==> config.mk <==
export PLATFORM = sky130hd
export DESIGN_NAME = imem_loader
export DESIGN_NICKNAME = d
export VERILOG_FILES = /design/src/rtl/imem_loader_pkg.sv /design/src/rtl/imem_loader_byte_word_packer.sv /design/src/rtl/imem_loader.sv
export SDC_FILE = /design/constraint.sdc
export NUM_CORES = 1
export LEC_CHECK = 0
export CORE_MARGIN = 4
export CORE_UTILIZATION = 61
export DETAILED_ROUTE_END_ITERATION = 8
export PLACE_DENSITY = 0.85
export SLEW_MARGIN = 0
export SYNTH_ARGS = -nofsm -noshare
export SYNTH_HDL_FRONTEND = slang
export SYNTH_SLANG_ARGS = --single-unit
==> constraint.sdc <==
create_clock -name clk -period 11.8 [get_ports clk]
set_input_delay 2.36 -clock clk [delete_from_list [all_inputs] [get_ports clk]]
set_output_delay 2.36 -clock clk [all_outputs]
set_load 0.005 [all_outputs]
==> src/rtl/imem_loader_pkg.sv <==
// ----------------------------------------------------------------------------
// imem_loader_pkg
//   Shared types and constants for the instruction-memory loader.
//   - loader_state_t : frame-parser state encoding
//   - LOADER_MAGIC   : start-of-frame byte
//   - LOADER_ACK/NAK : response bytes returned to the UART transmitter
// ----------------------------------------------------------------------------
package imem_loader_pkg;

   typedef enum logic [2:0] {
      IDLE,
      LEN_LO,
      LEN_HI,
      DATA,
      CSUM,
      RESP
   } loader_state_t;

   localparam logic [7:0] LOADER_MAGIC = 8'hA5;
   localparam logic [7:0] LOADER_ACK   = 8'h06;
   localparam logic [7:0] LOADER_NAK   = 8'h15;

endpackage

==> src/rtl/imem_loader_byte_word_packer.sv <==
// ----------------------------------------------------------------------------
// byte_word_packer
//   Packs a byte stream into 32-bit little-endian words (first byte -> [7:0]).
//   When the 4th byte of a word is accepted on cycle t, word_valid is high for
//   exactly cycle t+1 with the assembled word on word_data.
// Ports:
//   clk, reset   : clock, asynchronous active-high reset
//   clear        : synchronous restart of the byte counter (discards partials)
//   byte_valid   : byte_data holds a byte to pack this cycle
//   byte_data    : incoming byte
//   byte_cnt     : number of bytes already held for the current word (0..3)
//   word_valid   : one-cycle pulse, word_data is a complete word
//   word_data    : last completed word
// ----------------------------------------------------------------------------
module byte_word_packer (
   input  logic        clk,
   input  logic        reset,
   input  logic        clear,
   input  logic        byte_valid,
   input  logic [7:0]  byte_data,
   output logic [1:0]  byte_cnt,
   output logic        word_valid,
   output logic [31:0] word_data
);

   logic [23:0] low_bytes;

   // NOTE: sequential state uses non-blocking assignments so every register
   // samples pre-edge values; blocking here would create ordering races.
   always_ff @(posedge clk or posedge reset) begin
      if (reset) begin
         byte_cnt   <= 2'd0;
         low_bytes  <= 24'd0;
         word_valid <= 1'b0;
         word_data  <= 32'd0;
      end else begin
         word_valid <= 1'b0;
         if (clear) begin
            byte_cnt <= 2'd0;
         end else if (byte_valid) begin
            if (byte_cnt == 2'd3) begin
               word_valid <= 1'b1;
               word_data  <= {byte_data, low_bytes};
            end else begin
               low_bytes[{byte_cnt, 3'b000} +: 8] <= byte_data;
            end
            byte_cnt <= byte_cnt + 2'd1;
         end
      end
   end

endmodule

==> src/rtl/imem_loader.sv <==
// ----------------------------------------------------------------------------
// imem_loader
//   Writer side of the instruction memory. Parses a framed UART byte stream
//     A5 | LEN_LO | LEN_HI | 4*N data bytes (LSB first per word) | XOR csum
//   writes each word through the memory write port, holds the core in reset
//   while loading and answers with ACK (0x06) or NAK (0x15).
// Ports:
//   clk, reset          : clock, asynchronous active-high reset
//   rx_valid, rx_data   : received-byte strobe and byte
//   ack_valid, ack_data : pending response byte (held until ack_ready)
//   ack_ready           : transmitter accepts the response
//   mem_we, mem_addr,
//   mem_wdata           : instruction-memory write port
//   cpu_reset_n         : core reset, low while loading or after a failed load
//   busy                : a frame is in progress (state not IDLE)
//   error               : sticky failure of the last frame
// ----------------------------------------------------------------------------
module imem_loader
   import imem_loader_pkg::*;
#(
   parameter int ADDR_WIDTH     = 10,
   parameter int DATA_WIDTH     = 32,
   parameter int TIMEOUT_CYCLES = 1000000,
   parameter int HOLD_AT_RESET  = 1
) (
   input  logic                  clk,
   input  logic                  reset,
   input  logic                  rx_valid,
   input  logic [7:0]            rx_data,
   output logic                  ack_valid,
   output logic [7:0]            ack_data,
   input  logic                  ack_ready,
   output logic                  mem_we,
   output logic [ADDR_WIDTH-1:0] mem_addr,
   output logic [DATA_WIDTH-1:0] mem_wdata,
   output logic                  cpu_reset_n,
   output logic                  busy,
   output logic                  error
);

   localparam int                  TO_W      = $clog2(TIMEOUT_CYCLES + 1);
   localparam logic [TO_W-1:0]     TO_LAST   = TO_W'(TIMEOUT_CYCLES - 1);
   localparam logic [31:0]         MAX_WORDS = 32'd1 << ADDR_WIDTH;
   localparam logic [ADDR_WIDTH:0] ONE_WIDE  = (ADDR_WIDTH + 1)'(1);
   localparam logic                HOLD      = (HOLD_AT_RESET != 0);

   loader_state_t          state;
   logic [7:0]             len_lo;
   logic [7:0]             csum;
   logic [ADDR_WIDTH:0]    word_count;
   logic [ADDR_WIDTH-1:0]  word_idx;
   logic [TO_W-1:0]        idle_cnt;

   logic [1:0]             pk_byte_cnt;
   logic                   pk_word_valid;
   logic [31:0]            pk_word_data;

   logic [31:0]            n_words;
   logic                   len_ok;
   logic                   last_word;
   logic                   waiting;
   logic                   timed_out;

   // NOTE: every signal assigned in always_comb gets a default first, so no
   // path leaves it unassigned and no latch is inferred.
   always_comb begin
      n_words   = 32'd0;
      len_ok    = 1'b0;
      last_word = 1'b0;
      waiting   = 1'b0;
      timed_out = 1'b0;

      n_words   = {16'd0, rx_data, len_lo};
      len_ok    = (n_words != 32'd0) && (n_words <= MAX_WORDS);
      last_word = ({1'b0, word_idx} == (word_count - ONE_WIDE));
      waiting   = (state inside {LEN_LO, LEN_HI, DATA, CSUM});
      // A byte arriving on the expiry cycle wins over the timeout.
      timed_out = waiting && !rx_valid && (idle_cnt == TO_LAST);
   end

   byte_word_packer u_packer (
      .clk        (clk),
      .reset      (reset),
      .clear      (state != DATA),
      .byte_valid (rx_valid && (state == DATA)),
      .byte_data  (rx_data),
      .byte_cnt   (pk_byte_cnt),
      .word_valid (pk_word_valid),
      .word_data  (pk_word_data)
   );

   assign mem_we    = pk_word_valid;
   assign mem_wdata = pk_word_data;
   assign mem_addr  = word_idx;
   assign busy      = (state != IDLE);

   always_ff @(posedge clk or posedge reset) begin
      if (reset) begin
         state       <= IDLE;
         len_lo      <= 8'd0;
         csum        <= 8'd0;
         word_count  <= '0;
         word_idx    <= '0;
         idle_cnt    <= '0;
         ack_valid   <= 1'b0;
         ack_data    <= 8'h00;
         error       <= 1'b0;
         cpu_reset_n <= !HOLD;
      end else begin
         if (rx_valid || !waiting) idle_cnt <= '0;
         else                      idle_cnt <= idle_cnt + TO_W'(1);

         // Index advances on the write cycle, so mem_addr names the word
         // being written while mem_we is high.
         if (pk_word_valid) word_idx <= word_idx + ADDR_WIDTH'(1);

         case (state)
            IDLE: begin
               if (rx_valid && rx_data == LOADER_MAGIC) begin
                  state       <= LEN_LO;
                  cpu_reset_n <= 1'b0;
                  error       <= 1'b0;
                  word_idx    <= '0;
                  csum        <= 8'd0;
               end
            end
            LEN_LO: begin
               if (rx_valid) begin
                  len_lo <= rx_data;
                  state  <= LEN_HI;
               end
            end
            LEN_HI: begin
               if (rx_valid) begin
                  if (len_ok) begin
                     word_count <= n_words[ADDR_WIDTH:0];
                     state      <= DATA;
                  end else begin
                     state     <= RESP;
                     ack_valid <= 1'b1;
                     ack_data  <= LOADER_NAK;
                     error     <= 1'b1;
                  end
               end
            end
            DATA: begin
               if (rx_valid) begin
                  csum <= csum ^ rx_data;
                  if (pk_byte_cnt == 2'd3 && last_word) state <= CSUM;
               end
            end
            CSUM: begin
               if (rx_valid) begin
                  state     <= RESP;
                  ack_valid <= 1'b1;
                  if (rx_data == csum) begin
                     ack_data <= LOADER_ACK;
                  end else begin
                     ack_data <= LOADER_NAK;
                     error    <= 1'b1;
                  end
               end
            end
            RESP: begin
               if (ack_valid && ack_ready) begin
                  ack_valid <= 1'b0;
                  state     <= IDLE;
                  if (ack_data == LOADER_ACK) cpu_reset_n <= 1'b1;
               end
            end
            default: state <= IDLE;
         endcase

         if (timed_out) begin
            state     <= RESP;
            ack_valid <= 1'b1;
            ack_data  <= LOADER_NAK;
            error     <= 1'b1;
         end
      end
   end

endmodule

======== Word level (Yosys, flattened, before mapping) ========
Cells that the tools add are included.
cells by class
  add/subtract/negate cells ............... 5
  magnitude comparators ................... 1
  equality and inequality tests ........... 25
  shifts and indexed selects .............. 2
  mux-type cells .......................... 43
  bitwise operators ....................... 3
  reductions and logical operators ........ 30
operators with widths
  operator                                                                             count
  8-bit two-way mux                                                                    6
  8-bit case mux with 2 select lines                                                   2
  10-bit two-way mux                                                                   3
  3-bit two-way mux                                                                    9
  24-bit bitwise mux                                                                   1
  3-bit inequality test (second input constant)                                        8
  8-bit by 7-bit variable shift with 24-bit output (first input constant)              1
  8-bit by 7-bit indexed part select with 24-bit output                                1
  20-bit by 1-bit adder with 20-bit output (second input constant)                     1
  20-bit equality test (second input constant)                                         1
  20-bit two-way mux                                                                   1
  3-bit case mux with 6 select lines                                                   1
  16-bit by 11-bit less-or-equal comparator with 1-bit output (second input constant)  1
  16-bit nonzero test                                                                  1
  1-bit two-way mux                                                                    14
  3-bit AND reduction                                                                  4
  4-bit nonzero test                                                                   3
  10-bit by 11-bit equality test with 1-bit output                                     1
  11-bit by 1-bit subtractor with 11-bit output (second input constant)                1
  10-bit by 1-bit adder with 10-bit output (second input constant)                     1
  8-bit by 3-bit equality test with 1-bit output (second input constant)               1
  8-bit equality test                                                                  1
  8-bit equality test (second input constant)                                          1
  2-bit inequality test (second input constant)                                        4
  24 further kinds                                                                     41
storage, ports and cells
  flip-flop bits (word level) ............. 130
  logic and storage cells ................. 123

======== Depth between registers and ports, before layout ========
  depth in word-level cells ............... 7
  depth in mapped cells ................... 9
  gate-level depth less buffers ........... 8

======== Hierarchy ========
A second synthesis with hierarchy kept.
second synthesis, totals
  cells, all modules ...................... 511
  area total of the unflattened synthesis .. 5929.4 µm²
by module, submodules not included
  module            times used  cells each  area each (µm²)
  imem_loader       1           366         3621.0
  byte_word_packer  1           145         2308.5

======== Least setup slack after synthesis ========
Ideal clock, no wire load.
  path kind ............................... input to register
  start point ............................. input rx_data[3]
  end point ............................... register word_count[10]
  setup time .............................. 0.125 ns
  arrival ................................. 3.883 ns
  required time ........................... 11.675 ns
  setup slack ............................. 7.793 ns
  stages .................................. 7
  path through ............................ clkbuf_1 a311o_1 a21oi_1 and3_1 buf_2 buf_4 mux2_2
on the way
  word-level cells in the longest chain between the ends .. 3
ends and longest elaborated chain
  element                                                                                             RTL line            text
  start, declared                                                                                     imem_loader.sv:29   input logic [7:0] rx_data,
  16-bit by 11-bit less-or-equal comparator with 1-bit output or 16-bit nonzero test (tied branches)  imem_loader.sv:74   len_ok = (n_words != 32'd0) && (n_words <= MAX_WORDS);
  1-bit logical AND *                                                                                 imem_loader.sv:74
  3-bit AND reduction (no source line) *                                                              -
  end signal, assigned                                                                                imem_loader.sv:136  word_count <= n_words[ADDR_WIDTH:0];
  end, declared                                                                                       imem_loader.sv:50   logic [ADDR_WIDTH:0] word_count;
Mark *: on every way between the ends. The rest lies on a longest branch, timed or not.
A chain may end at the register's enable or synchronous reset.

======== Worst setup path in the final report ========
  start point ............................. input rx_data[3]
  end point ............................... register csum[4]
on the way
  word-level cells in the longest chain between the ends .. 4
ends and longest elaborated chain
  element                                 RTL line            text
  8-bit equality test                     imem_loader.sv:119  if (rx_valid && rx_data == LOADER_MAGIC) begin
  1-bit logical AND                       imem_loader.sv:119
  2-bit inequality test (no source line)  -
  3-bit AND reduction (no source line)    -
  end signal, assigned                    imem_loader.sv:148  csum <= csum ^ rx_data;
  end, declared                           imem_loader.sv:49   logic [7:0] csum;
Every way passes these cells.

==> impl_metrics.toml <==
[synthesis]
synthTopCellsByArea = "dfrtp_1, mux2_2, nand2_1"
syn_area_mm2 = 0.00601
synth_top_cell_area_share_pct = 52.0
synth-seq-cells = 125
synth-edff-count = 0
ys_warn_count = 0
synth_common_cells = "dfrtp_1, nand2_1, mux2_2, nor2_1, o21ai_0"
synth.most_common_cell = "dfrtp_1"
synthDistinctLibCells = 54
avgSynthCellArea_um2 = 10.5
yosys.area.top_type = "dfrtp_1"
ys_async_sr_fraction_pct = 100
ys_dominant_reg_cell = "dfrtp_1"
syn-instance-count = 573
synth-seq-area-share_pct = 52.0

[place]
hpwl_mm = 8.95
io_buffer_count = 62
gp_congestion = 0.849
dpl.cell_count = 734

[clock_network]
clk_pin_slew_ps = 60
cts_hold_buf = 0
clockBufferDepth = 2
cts_root_buf = "clkbuf_8"
cts_resized = 0
clock-sinks = 125
numCtsBuffers = 17
postCtsSetupBuffers = 0
clock_latency_ps = 510
cts_tree = "yes"
htreeDepth = 4

[finish]
nets = 644
post_layout_nonfiller_instances = 766
drive_above_1_share_pct = 14.8
syn_to_final_growth_pct = 20.6
antenna_cells = 0

[grt]
grt_usage_pct = 25.4
grt_pass1_wl_mm = 22.9
grt_antenna_before_repair = 0
grt_pass1_vias = 4621
overflow = 0
grt_max_degree = 67

[timing]
tns_ps = 0
tightest_slew_ps = 1140
fmax_ghz = 0.215
hold_viol = 0
slew_violations = 0
finClkSkew_ps = 5.90
setup_viol = 0
grt_setup_unrepaired = "no"
max-slew-margin-rel_pct = 24.0
fin_crit_ps = 4650
timing.final.crit_share_pct = 39.4

[power]
cellPowerDensity_mw_per_mm2 = 175
leakage_nw = 3.19
peakVddDrop_uv = 126
fin_total_pwr_w = 0.00127

[worst_hold_path]
min_path_cells = 2
min_path_type = "flip-flop to flip-flop"

[critical_path]
crit_path_start_kind = "input pin"
crit_type = "input pin to flip-flop"
arrival_ps = 5040
ff2ff_path_depth = 6
critPathCaptureType = "flip-flop"
path_max_fanout = 11
required_ps = 12190

[drt]
drt_first_pass_iters = 5
via_per_inst = 5.90
drt_wl_total_mm = 13.8
ant_nets = 0
drc = 0
vias = 4522
drtIter0Drc = 219
wl_per_cell_um = 18.0

[floorplan]
core_mm2 = 0.00942
fp.dieH_um = 107
rows = 35
start_util_pct = 63.9
io_pins = 67
fp.dieW_um = 107
dieArea_mm2 = 0.0115

[outcome]
run_status = "completed"

[run]
cap_violations = 0
[critical path, cell delays in order]
cell             delay [ps]
clkdlybuf4s50_1         670
or4_1                   590
or3_4                   390
nor4_4                  520
nor2_2                  210
a22o_1                  300
[cells by family after synthesis]
kind of cell | count (synthesis) | share of synthesized area, %
AND/OR/NAND/NOR | 210 | 17.2
adder cells (fa/ha/maj) | 8 | 1.66
other | 1 | 0.0623
AO/OA/AOI/OAI | 73 | 7.70
flip-flops | 125 | 52.0
buffers and inverters | 51 | 3.77
multiplexers | 58 | 10.8
XOR/XNOR | 47 | 6.84
[registers in the layout (all words and copies together), names as in the netlist, 2 cells and up]
signal / cells
idle_cnt: 20
mem_addr: 10
word_count: 11
csum: 8
ack_data: 3
len_lo: 8
state: 3
u_packer.word_data: 32
u_packer.low_bytes: 24
u_packer.byte_cnt: 2
[metrics by stage]
step	util, %	setup slack (ps)	instance area [um^2]	hold slack, ps
global route	77.0	6990	7250	520
CTS	77.0	7220	7250	491
finish	77.0	7150	7250	483
global placement	70.8	6770	6660	462
detailed placement	70.8	6710	6660	468
floorplan	-	6110	6030	446
[path summary, 6_finish.rpt]
| check | from | endpoint | slack [ps] |
|---|---|---|---|
| setup / recovery | rx_data[3] | csum[4]$_DFFE_PP0P_ | 7150 |
| hold reg to reg | u_packer.low_bytes[11]$_DFFE_PP0P_ | u_packer.low_bytes[11]$_DFFE_PP0P_ | 480 |
| setup reg to reg | state[0]$_DFFE_PP0P_ | state[2]$_DFFE_PP0P_ | 9370 |
| min in group asynchronous | reset | u_packer.low_bytes[0]$_DFFE_PP0P_ | 2320 |
| hold / removal | u_packer.low_bytes[11]$_DFFE_PP0P_ | u_packer.low_bytes[11]$_DFFE_PP0P_ | 480 |
| max in group asynchronous | reset | word_count[5]$_DFFE_PP0P_ | 8160 |
[per-layer routing]
metal | wire [um] | track usage [%] | up-vias
met5 | 0 | 0 | -
met4 | 272 | 9.32 | 0
met3 | 642 | 5.10 | 30
met2 | 6980 | 41.8 | 150
met1 | 5860 | 33.4 | 2267
li1 | - | - | 2075
[placed cells by master, fill, tap and decap left out, types with 7 or more instances in the layout]
cell,count
xnor2_1,19
a21oi_1,9
dfrtp_1,125
xor2_1,28
nand4_1,10
nor4_1,7
nor3_1,10
o21ai_0,37
nand2_1,78
and3_1,12
a22o_1,8
inv_1,15
mux2i_1,8
nand3_1,22
nor2_1,44
clkdlybuf4s50_1,62
mux2_2,49
ha_1,8
clkbuf_16,16
[power by group]
part           internal, W  switching (W)
clock             0.000321       0.000192
combinational    0.0000967       0.000113
sequential        0.000483      0.0000663
total             0.000901       0.000371
[layout make-up]
class                           count  area [um^2]
Fill cell                         608         2160
Sequential cell                   125         3130
Tap cell                          129          161
Clock inverter                     10          129
Clock buffer                       22          463
Timing Repair Buffer               64          636
Inverter                           16         62.6
Multi-Input combinational cell    400         2680
No activity file was read; power rests on OpenSTA's default activity.
